===== src/rtl/ad_buf_frame_ctrl.sv =====
// ad_buf_frame_ctrl
//   Read-side controller for the AD sample async FIFO in the HSST transmit
//   path. Drains the FIFO in bursts, packs bytes into 32-bit words and wraps
//   each burst as SOF word, payload words, then an EOF word that carries the
//   received byte count and the XOR checksum.
//
// Ports
//   rd_clk, rd_rst      FIFO read clock; synchronous active-high reset
//   enable              frames may start (looked at in IDLE only)
//   fifo_rd_en          FIFO read enable
//   fifo_rd_data        FIFO data, valid FIFO_RD_LAT cycles after fifo_rd_en
//   fifo_rd_empty       FIFO empty
//   fifo_almost_empty   FIFO holds 4 entries or fewer
//   tx_valid/tx_ready   output word stream to the TX lane wrapper
//   tx_data, tx_kchar   output word; byte0 = [7:0] is the oldest byte
//   frame_busy          high from SOF load until EOF accepted
//   frame_seq           sequence number of the current/next frame
//   fsm_state           debug view of the controller state
//
// Handshake: a word is transferred on every rising edge where tx_valid and
// tx_ready are both high. While tx_valid is high and tx_ready low, tx_data
// and tx_kchar hold steady. A new word may load in the same cycle the
// previous one is accepted.
module ad_buf_frame_ctrl #(
  parameter int MAX_FRAME_BYTES = 256,
  parameter int IDLE_TIMEOUT    = 64,
  parameter int FIFO_RD_LAT     = 1
) (
  input  logic        rd_clk,
  input  logic        rd_rst,
  input  logic        enable,
  output logic        fifo_rd_en,
  input  logic [7:0]  fifo_rd_data,
  input  logic        fifo_rd_empty,
  input  logic        fifo_almost_empty,
  output logic        tx_valid,
  input  logic        tx_ready,
  output logic [31:0] tx_data,
  output logic [3:0]  tx_kchar,
  output logic        frame_busy,
  output logic [7:0]  frame_seq,
  output logic [2:0]  fsm_state
);

  typedef enum logic [2:0] {
    S_IDLE  = 3'd0,
    S_SOF   = 3'd1,
    S_DATA  = 3'd2,
    S_FLUSH = 3'd3,
    S_EOF   = 3'd4
  } state_t;

  state_t      state;
  logic [15:0] timer;
  logic [16:0] issued;
  logic [15:0] byte_cnt;
  logic [7:0]  xor_sum;
  logic [2:0]  pack_cnt;
  logic [31:0] pack_word;
  logic [1:0]  rd_pipe;     // [0] = read issued last cycle, [1] = two cycles ago
  logic        eof_loaded;

  logic        data_vld;
  logic [1:0]  inflight;
  logic        out_free;
  logic        below_max;

  assign fsm_state = state;

  // Reads whose data has not yet come back; they reserve packing lanes so
  // the pack register can never overflow.
  assign data_vld  = (FIFO_RD_LAT == 1) ? rd_pipe[0] : rd_pipe[1];
  assign inflight  = (FIFO_RD_LAT == 1) ? {1'b0, rd_pipe[0]}
                                        : ({1'b0, rd_pipe[0]} + {1'b0, rd_pipe[1]});
  assign out_free  = !tx_valid || tx_ready;
  assign below_max = (issued < 17'(MAX_FRAME_BYTES));

  // Combinational so a read is never issued against a stale empty flag.
  assign fifo_rd_en = !rd_rst && (state == S_DATA) && !fifo_rd_empty && below_max &&
                      (({1'b0, pack_cnt} + {2'b00, inflight}) < 4'd4);

  always_ff @(posedge rd_clk) begin
    if (rd_rst) begin
      state      <= S_IDLE;
      timer      <= '0;
      issued     <= '0;
      byte_cnt   <= '0;
      xor_sum    <= '0;
      pack_cnt   <= '0;
      pack_word  <= '0;
      rd_pipe    <= '0;
      eof_loaded <= 1'b0;
      tx_valid   <= 1'b0;
      tx_data    <= '0;
      tx_kchar   <= '0;
      frame_busy <= 1'b0;
      frame_seq  <= '0;
    end else begin
      rd_pipe <= {rd_pipe[0], fifo_rd_en};
      if (tx_valid && tx_ready) tx_valid <= 1'b0;
      if (fifo_rd_en) issued <= issued + 17'd1;

      // Returning bytes only occur in DATA, and never while pack_cnt==4.
      if (data_vld) begin
        pack_word[8*pack_cnt[1:0] +: 8] <= fifo_rd_data;
        pack_cnt <= pack_cnt + 3'd1;
        byte_cnt <= byte_cnt + 16'd1;
        xor_sum  <= xor_sum ^ fifo_rd_data;
      end

      case (state)
        S_IDLE: begin
          if (enable && !fifo_rd_empty && fifo_almost_empty) timer <= timer + 16'd1;
          else                                              timer <= '0;
          if (enable && !fifo_rd_empty &&
              (!fifo_almost_empty || timer == 16'(IDLE_TIMEOUT - 1))) begin
            timer <= '0;
            state <= S_SOF;
          end
        end
        S_SOF: begin
          if (out_free) begin
            tx_data    <= {frame_seq, 16'h0000, 8'hFB};
            tx_kchar   <= 4'b0001;
            tx_valid   <= 1'b1;
            byte_cnt   <= '0;
            xor_sum    <= '0;
            pack_cnt   <= '0;
            pack_word  <= '0;
            issued     <= '0;
            frame_busy <= 1'b1;
            state      <= S_DATA;
          end
        end
        S_DATA: begin
          if (pack_cnt == 3'd4 && out_free) begin
            tx_data   <= pack_word;
            tx_kchar  <= 4'b0000;
            tx_valid  <= 1'b1;
            pack_cnt  <= '0;
            pack_word <= '0;
          end
          if (inflight == 2'd0 && (!below_max || fifo_rd_empty)) state <= S_FLUSH;
        end
        S_FLUSH: begin
          // Upper lanes of a partial word are already zero from the last clear.
          if (pack_cnt == 3'd0) begin
            state <= S_EOF;
          end else if (out_free) begin
            tx_data   <= pack_word;
            tx_kchar  <= 4'b0000;
            tx_valid  <= 1'b1;
            pack_cnt  <= '0;
            pack_word <= '0;
            state     <= S_EOF;
          end
        end
        S_EOF: begin
          if (!eof_loaded) begin
            if (out_free) begin
              tx_data    <= {byte_cnt, xor_sum, 8'hFD};
              tx_kchar   <= 4'b0001;
              tx_valid   <= 1'b1;
              eof_loaded <= 1'b1;
            end
          end else if (tx_valid && tx_ready) begin
            frame_seq  <= frame_seq + 8'd1;
            frame_busy <= 1'b0;
            eof_loaded <= 1'b0;
            state      <= S_IDLE;
          end
        end
        default: state <= S_IDLE;
      endcase
    end
  end

endmodule


===== config.mk =====
export PLATFORM = sky130hd
export DESIGN_NAME = ad_buf_frame_ctrl
export DESIGN_NICKNAME = d
export VERILOG_FILES = /design/src/rtl/ad_buf_frame_ctrl.sv
export SDC_FILE = /design/constraint.sdc
export NUM_CORES = 1
export LEC_CHECK = 0
export ABC_AREA = 1
export BUFFER_PORTS_ARGS = -buffer_cell sky130_fd_sc_hd__buf_4
export CAP_MARGIN = 20
export CORE_MARGIN = 2
export CORE_UTILIZATION = 30
export DETAILED_ROUTE_END_ITERATION = 7
export PLACE_DENSITY_LB_ADDON = 0.3
export SYNTH_ARGS = -nofsm -noshare
export SYNTH_HDL_FRONTEND = slang
export SYNTH_SLANG_ARGS = --single-unit

===== constraint.sdc =====
create_clock -name rd_clk -period 2.5 [get_ports rd_clk]
set_clock_uncertainty 0.1 [all_clocks]
set_input_delay 0.125 -clock rd_clk [delete_from_list [all_inputs] [get_ports rd_clk]]
set_output_delay 0.125 -clock rd_clk [all_outputs]
set_load 0.02 [all_outputs]

**Yosys cells after proc, flatten, opt, wreduce, memory -nomap -nowiden**

Cells that the tools add are included.

- $add $sub $neg: 7
- Magnitude comparators: 2
- Eq/ne operators: 17
- Shift operators: 2
- Multiplexer cells: 56
- Bitwise gates (word level): 1
- Reduce and logical (&&, ||, !) cells: 28

Operators by type and width:

| kind | count |
|---|---|
| $mux 32 | 10 |
| $pmux 32 s4 | 1 |
| $pmux 32 s3 | 1 |
| $mux 16 | 5 |
| $mux 17 | 3 |
| $neg 5->34 | 1 |
| $shift 8x34->32 const A | 1 |
| $shiftx 8x34->32 | 1 |
| $mux 3 | 11 |
| $add 16x1->16 const B | 2 |
| $bwmux 32 | 1 |
| $mux 8 | 3 |
| $mux 4 | 5 |
| $add 17x1->17 const B | 1 |
| $lt 17x9->1 const B | 1 |
| $eq 16x6->1 const B | 1 |
| $ne 2x2->1 const B | 8 |
| $pmux 4 s4 | 1 |
| $pmux 3 s5 | 1 |
| $mux 1 | 11 |
| $logic_and 1x1->1 | 10 |
| $pmux 3 s3 | 1 |
| $add 8x1->8 const B | 1 |
| $xor 8x8->8 | 1 |
| other kinds (21) | 31 |

- Register bits: 143
- Output and inout port bits: 50
- Word-level logic and storage cells: 127

**Longest topological paths before layout**

Gate-level depths: netlist of the first run.

- Depth after elaboration: 8
- Gate-level depth with buffers: 12

**Least setup slack after synthesis of the first run**

No wires, ideal clock.

- Path type: register -> register
- From: reg pack_cnt[0]
- To: reg pack_word[16]
- Arrival: 2.023 ns
- Path slack: 0.310 ns
- Stages on the path, launching flop included: 8
- Path buffers: 0
- Period minus slack after synthesis: 2.190 ns
- Cell sequence: dfxtp_1 -> clkinv_1 -> ha_1 -> inv_1 -> nand2_1 -> nor4_1 -> a32oi_1 -> nor2_1

- Cells in the longest elaborated chain, start to end: 7
- Elaborated cells between the ends (all ways): 12
- Those cells by class: add/sub (1); eq/ne (1); shift (2); mux (6); reduce/logical (2)

RTL lines:

| element | line | RTL |
|---|---|---|
| start, declared | 58 | `logic [2:0] pack_cnt;` |
| start signal, assigned | 106 | `pack_cnt <= pack_cnt + 3'd1;` |
| $neg 5->34 | 105 | `pack_word[8*pack_cnt[1:0] +: 8] <= fifo_rd_data;` |
| $shiftx 8x34->32 or $shift 8x34->32 (tied branches) | 105 |  |
| $bwmux 32 | 105 |  |
| $mux 32 | 104 | `if (data_vld) begin` |
| $mux 32 | 122, 149 |  |
| $mux 32 | 147 | `if (pack_cnt == 3'd0) begin` |
| $pmux 32 s3 (*) | 111 | `case (state)` |
| end signal, assigned by index | 105 |  |
| end, declared | 59 | `logic [31:0] pack_word;` |

Mark *: on every way between the ends. The rest lies on a longest branch, timed or not.
A chain may end at the register's enable or synchronous reset.

**Worst setup path in the final report of the first run**

- From: reg rd_pipe[0]
- To: out fifo_rd_en

- Cells in the longest elaborated chain, start to end: 3

RTL lines:

| element | line | RTL |
|---|---|---|
| start, declared | 60 | `logic [1:0] rd_pipe;` |
| start signal, assigned | 99 | `rd_pipe <= {rd_pipe[0], fifo_rd_en};` |
| $add 3x1->4 | 80 | `(({1'b0, pack_cnt} + {2'b00, inflight}) < 4'd4);` |
| $lt 4x3->1 | 80 |  |
| $logic_and 1x1->1 | 79 | `assign fifo_rd_en = !rd_rst && (state == S_DATA) && !fifo_rd_empty && below_max &&` |
| end, declared | 32 | `output logic fifo_rd_en,` |

Every way passes these cells.

==> results of run 1 <==
==> per-layer routing <==
metal	global-route usage	share of wire	wire, µm	up-vias
met5	0	0	0	-
met4	0.0660	0.024	388	0
met3	0.0360	0.043	698	26
met2	0.227	0.44	7000	102
met1	0.199	0.50	7970	2603
li1	-	-	-	3050
==> cell families after synthesis <==
kind of cell    after synthesis  synth area share
other cells                   1          0.000587
flops                       140             0.439
simple gates                439             0.284
fa+ha+maj                    11            0.0215
compound gates              156             0.146
buf+inv                     118            0.0776
xor+xnor                     23            0.0315
==> cell usage in the layout, fill, tap and decap left out, types with 2 or more instances in the layout <==
cell	netlist	routed
a22o_1	12	12
a22oi_1	15	15
and3_1	3	3
buf_12	0	2
dfxtp_1	140	140
xnor2_1	2	2
bufinv_16	0	2
nor2_1	202	202
nor3_1	12	12
a21oi_1	54	54
nor2_2	2	2
nand2_1	160	160
or2_2	3	3
nand4_1	19	19
a211oi_1	3	3
clkbuf_8	0	3
inv_1	76	76
buf_4	4	82
clkinv_4	0	2
inv_2	5	5
nand3_1	26	26
o21a_1	3	3
o21ai_1	4	4
nand2_2	3	3
o21ai_0	49	49
a21o_1	2	2
clkinvlp_4	0	3
nand3b_1	4	4
a32oi_1	8	8
clkbuf_16	0	17
ha_1	11	11
clkinv_1	5	5
conb_1	1	3
inv_6	0	3
dlygate4sd3_1	0	11
xor2_1	21	21
==> synth_stat cells, drive strengths merged <==
cell and instances:
nor4 1, nand3 27, xor2 21, a22oi 15
and2 1, a21boi 1, nand2 163, inv 81
nor3b 1, a211oi 3, a31o 1, nor2 204
a22o 12, clkinv 5, a21o 2, xnor2 2
nand4 19, or2 3, buf 20, nand3b 4
and3 3, o21ai 54, conb 1, o21a 3
a32oi 8, a41oi 1, ha 11, nor3 13
o211ai 1, clkbuf 12, a21oi 55, dfxtp 140
==> power groups by stage <==
stage	clock network, W	logic [W]	registers (W)
detailed placement	0	0.00232	0.00279
floorplan	0	0.00111	0.00312
global route	0.00272	0.00263	0.00278
finish	0.00256	0.00235	0.00274
CTS	0.00262	0.00234	0.00275
global placement	0	0.00232	0.00279
==> final cells by class <==
class | count | area (µm²)
timing repair buffer | 95 | 766
tap | 275 | 344
clock inverter | 11 | 131
fill | 2253 | 13000
sequential | 140 | 2800
clock buffer | 21 | 470
inverter | 86 | 323
multi-input combinational | 632 | 3100
==> path summary, 6_finish.rpt <==
check | depth (start not counted) | start | end
max | 8 | rd_pipe[0]$_SDFF_PP0_ | fifo_rd_en
min | 6 | fifo_rd_empty | timer[15]$_SDFFE_PP0P_
max reg2reg | 11 | pack_cnt[1]$_SDFF_PP0_ | tx_data[13]$_SDFFE_PP0P_
min reg2reg | 2 | issued[9]$_SDFF_PP0_ | issued[9]$_SDFF_PP0_
==> sequential cells by signal, summed over array words and instances, names as in the netlist, 3 cells and up <==
| signal | cells |
|---|---|
| timer | 16 |
| frame_seq | 8 |
| pack_cnt | 3 |
| issued | 17 |
| pack_word | 32 |
| fsm_state | 3 |
| tx_data | 32 |
| byte_cnt | 16 |
| xor_sum | 8 |
==> per-stage QoR <==
step                      area (µm²)  hold slack [ns]
after floorplan                 6390            0.187
after global placement          7200            0.316
after detailed placement        7200            0.318
after CTS                       7910           0.0234
after global routing            7930           0.0612
final                           7930           0.0320
==> worst min-delay path: stages <==
cell	delay, ns
buf_4	0.10
inv_1	0.04
nand2_1	0.07
nor2_1	0.04
nand4_1	0.08
a21oi_1	0.05
==> repair_timing <==
item	in CTS	in global routing
setup endpoints to repair	0	18
hold buffers	11	0
buffers inserted	0	3
endpoints found under the hold margin	39	0
==> results.sh, run 1 <==
export IMPL_status="finished clean"
export IMPL_cap_violations=0
export IMPL_ys_types=43
export IMPL_sw_frac_of_total=0.345
export IMPL_p_seq_frac=0.358
export IMPL_drive_above_1_share=0.135
export IMPL_synth_area_per_cell_um2=7.19
export IMPL_syn_cell_area_um2=6390
export IMPL_hp_class="in -> reg"
export IMPL_slew_viol_final=0
export IMPL_initial_core_util=0.305
export IMPL_numCtsBuffers=17
export IMPL_hpwl_um=11400
export IMPL_cts_tree="yes"
export IMPL_first_global_vias=5388
export IMPL_nets=997
export IMPL_finalHoldViolations=0
export IMPL_io_pins=64
export IMPL_track_usage=0.149
export IMPL_dr_pass1_iters=5
export IMPL_drcViolationCount=0
export IMPL_vias=5781
export IMPL_fin_crit_ns=2.13
export IMPL_power_density_nw_per_um2=964
export IMPL_routed_wl_um=16100
export IMPL_fin_cells=1260
export IMPL_syn_inst=888
export IMPL_p_leak_nw=3.23
export IMPL_die_w_um=150
export IMPL_viasPerCell=4.59
export IMPL_worst_pin_slew_ns=0.563
export IMPL_timing_slew_headroom=0.623
export IMPL_grt_first_pass_wirelength_um=26500
export IMPL_wl_per_cell_um=12.8
export IMPL_gp_congestion=0.804
export IMPL_critPathRequiredTime_ns=2.28
export IMPL_yosys_area_top_type="dfxtp_1"
export IMPL_clock_power_share=0.334
export IMPL_synth_seq_cells=140
export IMPL_critPathMaxStageDelay_ns=0.34
export IMPL_dp_cells=1214
export IMPL_yosys_warnings=0
export IMPL_pre_cts_ws_ns=0.101
export IMPL_core_um2=21000
export IMPL_io_buffer_count=60
export IMPL_final_period_utilization=0.854
export IMPL_setup_viol=0
export IMPL_rsz0062_at_grt="no"
export IMPL_setup_ws_ns=0.366
export IMPL_gr_total_overflow=0
export IMPL_cp_cell_sequence="buf_4 > ha_1 > nand2_1 > nand3b_1 > nor2_1 > nand2_1 > inv_1 > buf_4"
export IMPL_irDropWorstVdd_uv=320
export IMPL_total_power_w=0.00765
export IMPL_drt_initial_drc_count=353
export IMPL_dieArea_um2=22500
export IMPL_ctsResizeCount=0
export IMPL_cp_data_arrival_time_ns=1.91
export IMPL_p_int_w=0.00501
export IMPL_drtAntennaViolNets=0
export IMPL_setup_tns_ns=0
export IMPL_clock_latency_ns=0.43
export IMPL_cts_root_buf="clkbuf_16"
export IMPL_cp_end_kind="output pin"
export IMPL_finalCoreUtilization=0.379
export IMPL_crit_fanout=7
export IMPL_rows=53
export IMPL_clock_sinks=140
export IMPL_critical_path_top_delay_family="buffers and inverters"
export IMPL_crit_type="reg -> out"
export IMPL_ys_seq_area_frac=0.439
export IMPL_synth_area_leaders="dfxtp_1, nor2_1, nand2_1"
export IMPL_grt_max_degree=43
export IMPL_path_buf_inv=3
export IMPL_cpMaxStageDelayCell="dfxtp_1"
export IMPL_comb_power_share=0.308
export IMPL_htreeDepth=4
export IMPL_clk_path_buf_depth=2
export IMPL_num_antenna_cells=0
export IMPL_clkTransAtPathRegs_ns=0.06
export IMPL_die_h_um=150
export IMPL_fmax_mhz=469
export IMPL_worst_setup_path_start_kind="register"
export IMPL_power_switching_w=0.00264
export IMPL_area_growth_pct=24.2
export IMPL_antenna_found_initial=0
export IMPL_rrSetupSlack_ns=0.40
export IMPL_synth_top_area_share=0.439
Note: power is estimated with default switching activity, not from simulation.
==> run 2, diff against run 1 <==
==> constraint.sdc (replaced) <==
create_clock -name rd_clk -period 1.9 [get_ports rd_clk]
set_clock_uncertainty 0.1 [all_clocks]
set_input_delay 0.095 -clock rd_clk [delete_from_list [all_inputs] [get_ports rd_clk]]
set_output_delay 0.095 -clock rd_clk [all_outputs]
set_load 0.02 [all_outputs]
==> run 2 against run 1 <==
Effect of this change: critical path depth is 4 higher; clock-buffer cell count stayed put; largest cell class unchanged; combinational power is 56% higher.
==> results.sh, run 2 (same netlist as run 1, synthesis figures left out) <==
export IMPL_timing_slew_headroom=0.617
export IMPL_fin_cells=1288
export IMPL_core_um2=21000
export IMPL_post_dp_cell_area_um2=7420
export IMPL_clock_latency_ns=0.42
export IMPL_mostFrequentLayoutCells="nor2_1, nand2_1, dfxtp_1"
export IMPL_gp_congestion=0.834
export IMPL_critPathRequiredTime_ns=2.11
export IMPL_cap_violations=0
export IMPL_die_h_um=150
export IMPL_hp_class="in -> reg"
export IMPL_power_density_nw_per_um2=1260
export IMPL_worst_setup_path_start_kind="register"
export IMPL_htreeDepth=4
export IMPL_drtAntennaViolNets=0
export IMPL_rsz0062_at_grt="yes"
export IMPL_cts_root_buf="clkbuf_16"
export IMPL_fin_crit_ns=1.86
export IMPL_track_usage=0.149
export IMPL_numCtsBuffers=17
export IMPL_p_leak_nw=3.42
export IMPL_rows=53
export IMPL_area_growth_pct=30.5
export IMPL_cp_end_kind="register"
export IMPL_fmax_mhz=539
export IMPL_gr_total_overflow=0
export IMPL_worst_pin_slew_ns=0.572
export IMPL_drt_initial_drc_count=379
export IMPL_num_antenna_cells=0
export IMPL_total_power_w=0.0105
export IMPL_grt_max_degree=43
export IMPL_clock_sinks=140
export IMPL_crit_fanout=11
export IMPL_dr_pass1_iters=5
export IMPL_final_period_utilization=0.977
export IMPL_seqCellArea_um2=2810
export IMPL_io_buffer_count=60
export IMPL_wl_per_cell_um=12.9
export IMPL_antenna_found_initial=0
export IMPL_finalHoldViolations=0
export IMPL_cts_tree="yes"
export IMPL_grt_first_pass_wirelength_um=26600
export IMPL_setup_viol=0
export IMPL_irDropWorstVdd_uv=572
export IMPL_fill_cells=2205
export IMPL_viasPerCell=4.61
export IMPL_status="finished clean"
export IMPL_clkTransAtPathRegs_ns=0.06
export IMPL_setup_tns_ns=0
export IMPL_multiInputGateArea_um2=3170
export IMPL_dp_cells=1236
export IMPL_routed_wl_um=16700
export IMPL_initial_core_util=0.305
export IMPL_final_common_cell="nor2_1"
export IMPL_drcViolationCount=0
export IMPL_reg_top3="pack_word (32), tx_data (32), issued (17)"
export IMPL_crit_type="reg -> reg"
export IMPL_clk_path_buf_depth=2
export IMPL_first_global_vias=5340
export IMPL_io_pins=64
export IMPL_dieArea_um2=22500
export IMPL_design_area_um2=8340
export IMPL_drive_above_1_share=0.179
export IMPL_die_w_um=150
export IMPL_slew_viol_final=0
export IMPL_cp_data_arrival_time_ns=2.07
export IMPL_vias=5937
export IMPL_nets=1027
export IMPL_hpwl_um=11600
[run 2: cell types whose count changed in the layout (fill, tap and decap cells not counted), moves of 4 or more]
cell / delta
buf_4: +18
buf_6: +4
clkbuf_16: +5
dfxtp_1: -5
dfxtp_2: +4
nand2_1: -4
[run 2: path summary, 6_finish.rpt]
path | from | end | slack, ns | cells past startpoint
max | pack_cnt[0]$_SDFF_PP0_ | tx_data[3]$_SDFFE_PP0P_ | 0.04 | 12
min reg2reg | issued[10]$_SDFF_PP0_ | issued[10]$_SDFF_PP0_ | 0.32 | 2
min | fifo_rd_empty | issued[7]$_SDFF_PP0_ | 0.02 | 5
max reg2reg | pack_cnt[0]$_SDFF_PP0_ | tx_data[3]$_SDFFE_PP0P_ | 0.04 | 12
[run 2: worst max-delay path: stages (launching register included)]
cell and delay (ns):
dfxtp_4 0.36, clkinv_4 0.05, ha_4 0.16, inv_2 0.06, nor2_2 0.03, o21ai_1 0.11, nand2_1 0.11, nor3_4 0.27
buf_12 0.19, clkbuf_16 0.17, nand2_1 0.05, nand2_1 0.05, nor2_1 0.04
[run 2: layout make-up]
cell class	count	area share
Clock inverter	9	0.0107
Multi-Input combinational cell	632	0.380
Sequential cell	140	0.337
Clock buffer	21	0.0578
Timing Repair Buffer	125	0.134
Tap cell	275	0.0413
Inverter	86	0.0396
[run 2: metal layers]
layer  GRT usage  wire length, µm
met5           0                0
met3      0.0360              733
met4      0.0429              202
met1       0.206             8230
met2       0.231             7500
[run 2: per-stage QoR]
stage                     setup slack (ns)  hold WS [ns]   util
after CTS                           0.0139        0.0119  0.390
after global placement              0.0395         0.284  0.354
after floorplan                     0.0101         0.157      -
after global routing               -0.0668        0.0348  0.398
final                               0.0434        0.0171  0.398
after detailed placement           0.00779         0.278  0.354
[run 2: report_power, final]
| group | internal, W | switching (W) |
|---|---|---|
| clock network | 0.00193 | 0.00127 |
| logic | 0.00158 | 0.00208 |
| registers | 0.00336 | 0.000261 |
| total | 0.00687 | 0.00361 |
[run 2: timing repair]
item                                   4_1_cts  5_1_grt
hold buffers                                12        0
setup endpoints to repair                    1       73
gates resized for setup                      8       20
endpoints found under the hold margin       32        0
gates cloned                                 0        4
pin swaps                                    3        7
setup buffers                                4        3
==> run 3, diff against run 2 <==
--- a/config.mk
+++ b/config.mk
@@ -5,11 +5,11 @@
 export SDC_FILE = /design/constraint.sdc
 export NUM_CORES = 1
 export LEC_CHECK = 0
-export ABC_AREA = 1
 export BUFFER_PORTS_ARGS = -buffer_cell sky130_fd_sc_hd__buf_4
 export CAP_MARGIN = 20
 export CORE_MARGIN = 2
 export CORE_UTILIZATION = 30
+export CTS_BUF_LIST = sky130_fd_sc_hd__clkbuf_8
 export DETAILED_ROUTE_END_ITERATION = 7
 export PLACE_DENSITY_LB_ADDON = 0.3
 export SYNTH_ARGS = -nofsm -noshare
==> constraint.sdc (replaced) <==
create_clock -name rd_clk -period 1.5 [get_ports rd_clk]
set_clock_uncertainty 0.1 [all_clocks]
set_input_delay 0.075 -clock rd_clk [delete_from_list [all_inputs] [get_ports rd_clk]]
set_output_delay 0.075 -clock rd_clk [all_outputs]
set_load 0.02 [all_outputs]
==> run 3 against run 2 <==
Effect of this change: the flow now finishes with violations (hold timing, setup timing); routed wire length rose by 8.8%; sequential cell count did not move; global-route usage rose by 2.0 points; total power fell by 20%; clock-buffer cell count fell by 4; maximum frequency fell by 5.9%; sequential share of layout area fell by 3.8 points; register-to-register slack got worse by 0.52 ns; core utilization rose by 9.0 points; sequential power rose by 6.6%; first-iteration DRC count fell by 2.6%; largest power group is now registers.
==> results.sh, run 3 <==
export IMPL_status="finished with violations"
export IMPL_violations="hold timing, setup timing"
export IMPL_pre_cts_ws_ns=-0.410
export IMPL_clkTransAtPathRegs_ns=0.08
export IMPL_ys_seq_area_frac=0.473
export IMPL_final_period_utilization=1.32
export IMPL_routed_wl_um=18100
export IMPL_wl_per_cell_um=15.3
export IMPL_die_h_um=145
export IMPL_slew_viol_final=0
export IMPL_dr_pass1_iters=5
export IMPL_cap_violations=0
export IMPL_rsz0062_at_grt="yes"
export IMPL_ys_types=47
export IMPL_io_pins=64
export IMPL_synth_area_per_cell_um2=8.69
export IMPL_worst_pin_slew_ns=0.641
export IMPL_clk_path_buf_depth=2
export IMPL_grt_first_pass_wirelength_um=27500
export IMPL_reg_top3="pack_word (32), tx_data (32), issued (17)"
export IMPL_crit_type="reg -> reg"
export IMPL_startpoint="pack_cnt[0]$_SDFF_PP0_"
export IMPL_synth_area_leaders="dfxtp_1, nor2_1, a22oi_1"
export IMPL_rows=51
export IMPL_hp_class="in -> reg"
export IMPL_async_reset_ff_frac=0
export IMPL_area_growth_pct=59.8
export IMPL_clock_latency_ns=0.46
export IMPL_finalHoldViolations=1
export IMPL_cts_root_buf="clkbuf_8"
export IMPL_fill_cells=1848
export IMPL_r2r_start="pack_cnt[0]$_SDFF_PP0_"
export IMPL_final_common_cell="buf_4"
export IMPL_synth_flop_cell="dfxtp_1"
export IMPL_grt_max_degree=35
export IMPL_crit_fanout=7
export IMPL_cp_end_kind="register"
export IMPL_initial_core_util=0.306
export IMPL_critPathRequiredTime_ns=1.73
export IMPL_holdWs_ns=-0.0109
export IMPL_gr_total_overflow=0
export IMPL_rrSetupSlack_ns=-0.47
export IMPL_nets=931
export IMPL_num_antenna_cells=0
export IMPL_clock_sinks=140
export IMPL_synth_top_area_share=0.473
export IMPL_yosys_warnings=0
export IMPL_gp_congestion=0.807
export IMPL_syn_cell_area_um2=5930
export IMPL_power_density_nw_per_um2=881
export IMPL_dieArea_um2=20900
export IMPL_p_leak_nw=3.78
export IMPL_io_buffer_count=60
export IMPL_drcViolationCount=0
export IMPL_drtAntennaViolNets=0
export IMPL_hpwl_um=11800
export IMPL_syn_inst=682
export IMPL_finalCoreUtilization=0.488
export IMPL_core_um2=19400
export IMPL_total_power_w=0.00835
export IMPL_viasPerCell=4.90
export IMPL_fin_cells=1184
export IMPL_timing_slew_headroom=0.571
export IMPL_crit_end="tx_data[2]$_SDFFE_PP0P_"
export IMPL_synth_seq_cells=140
export IMPL_drt_initial_drc_count=369
export IMPL_drive_above_1_share=0.417
export IMPL_synth_edff_count=0
export IMPL_synthTopCellsByCount="dfxtp_1, nor2_1, nand2_1, nor3_1, a22oi_1"
export IMPL_worst_setup_path_start_kind="register"
export IMPL_yosys_area_top_type="dfxtp_1"
export IMPL_setup_ws_ns=-0.473
export IMPL_mostFrequentLayoutCells="buf_4, dfxtp_1, nor2_1"
export IMPL_irDropWorstVdd_uv=426
export IMPL_cp_data_arrival_time_ns=2.20
export IMPL_ff2ff_path_depth=10
export IMPL_antenna_found_initial=0
export IMPL_cts_tree="yes"
export IMPL_setup_viol=141
export IMPL_vias=5799
export IMPL_first_global_vias=5347
export IMPL_die_w_um=145
export IMPL_track_usage=0.169
export IMPL_fin_crit_ns=1.97
export IMPL_htreeDepth=4
export IMPL_r2r_end="tx_data[2]$_SDFFE_PP0P_"
export IMPL_numCtsBuffers=17
export IMPL_setup_tns_ns=-41.85
export IMPL_dp_cells=1095
export IMPL_yosysMostFrequentCell="dfxtp_1"
export IMPL_fmax_mhz=507
export IMPL_cts_hold_buf=10
## run 3: worst min path at each step
stage / slack [ns] / cells past startpoint / startpoint / to
after floorplan: 0.12 / 2 / fifo_rd_data[0] / pack_word[0]$_SDFF_PP0_
after global placement: 0.24 / 2 / rd_rst / tx_valid$_SDFF_PP0_
after detailed placement: 0.24 / 2 / rd_rst / tx_valid$_SDFF_PP0_
after CTS: -0.04 / 5 / tx_ready / fsm_state[0]$_SDFFE_PP0P_
after global routing: -0.004 / 5 / tx_ready / fsm_state[0]$_SDFFE_PP0P_
final: -0.01 / 5 / tx_ready / fsm_state[0]$_SDFFE_PP0P_
## run 3: routing by layer
layer,global-route usage,part of all wire,vias to the layer above
li1,-,-,2876
met1,0.230,0.47,2799
met2,0.272,0.48,108
met3,0.0358,0.035,16
met4,0.0475,0.0094,0
met5,0,0,-
## run 3: area by class of cell
cell class | count | area, µm² | share of cell area
Clock inverter | 15 | 185 | 0.0195
Timing Repair Buffer | 243 | 2270 | 0.240
Clock buffer | 17 | 234 | 0.0247
Tap cell | 265 | 332 | 0.0350
Inverter | 9 | 36.3 | 0.00383
Multi-Input combinational cell | 495 | 3580 | 0.378
Sequential cell | 140 | 2840 | 0.299
## run 3: power by group
part	internal, W	switching (W)
Clock	0.00167	0.00159
Combinational	0.000597	0.000637
Sequential	0.00379	0.0000622
## run 3: stage by stage
step	hold slack [ns]	area, µm²
final	-0.0109	9470
after detailed placement	0.244	7820
after global routing	-0.00448	9470
after global placement	0.237	7820
after floorplan	0.123	6290
after CTS	-0.0443	8910
## run 3: repair_timing
item | in CTS | in global routing
buffers inserted | 20 | 21
pin swaps | 37 | 45
setup endpoints to repair | 130 | 141
cloned | 4 | 7
gates resized for setup | 80 | 63
endpoints found under the hold margin | 45 | 1
## run 3: critical path, cell delays in order (launching register included)
cell	delay (ns)
dfxtp_4	0.36
buf_6	0.09
inv_4	0.03
ha_4	0.16
a21bo_4	0.21
a211oi_4	0.24
buf_6	0.15
a21oi_4	0.07
buf_12	0.19
a211oi_2	0.18
nor3_1	0.06
## run 3: kinds of logic (layout without fill, tap and decap cells)
| group | count (synthesis) | count (layout) | share of synthesized area |
|---|---|---|---|
| XOR/XNOR | 39 | 39 | 0.0576 |
| buffers and inverters | 50 | 284 | 0.0401 |
| other | 1 | 3 | 0.000633 |
| AO/OA/AOI/OAI | 119 | 120 | 0.144 |
| multiplexers | 3 | 3 | 0.00507 |
| adder cells (fa/ha/maj) | 11 | 11 | 0.0232 |
| AND/OR/NAND/NOR | 319 | 319 | 0.256 |
| flip-flops | 140 | 140 | 0.473 |
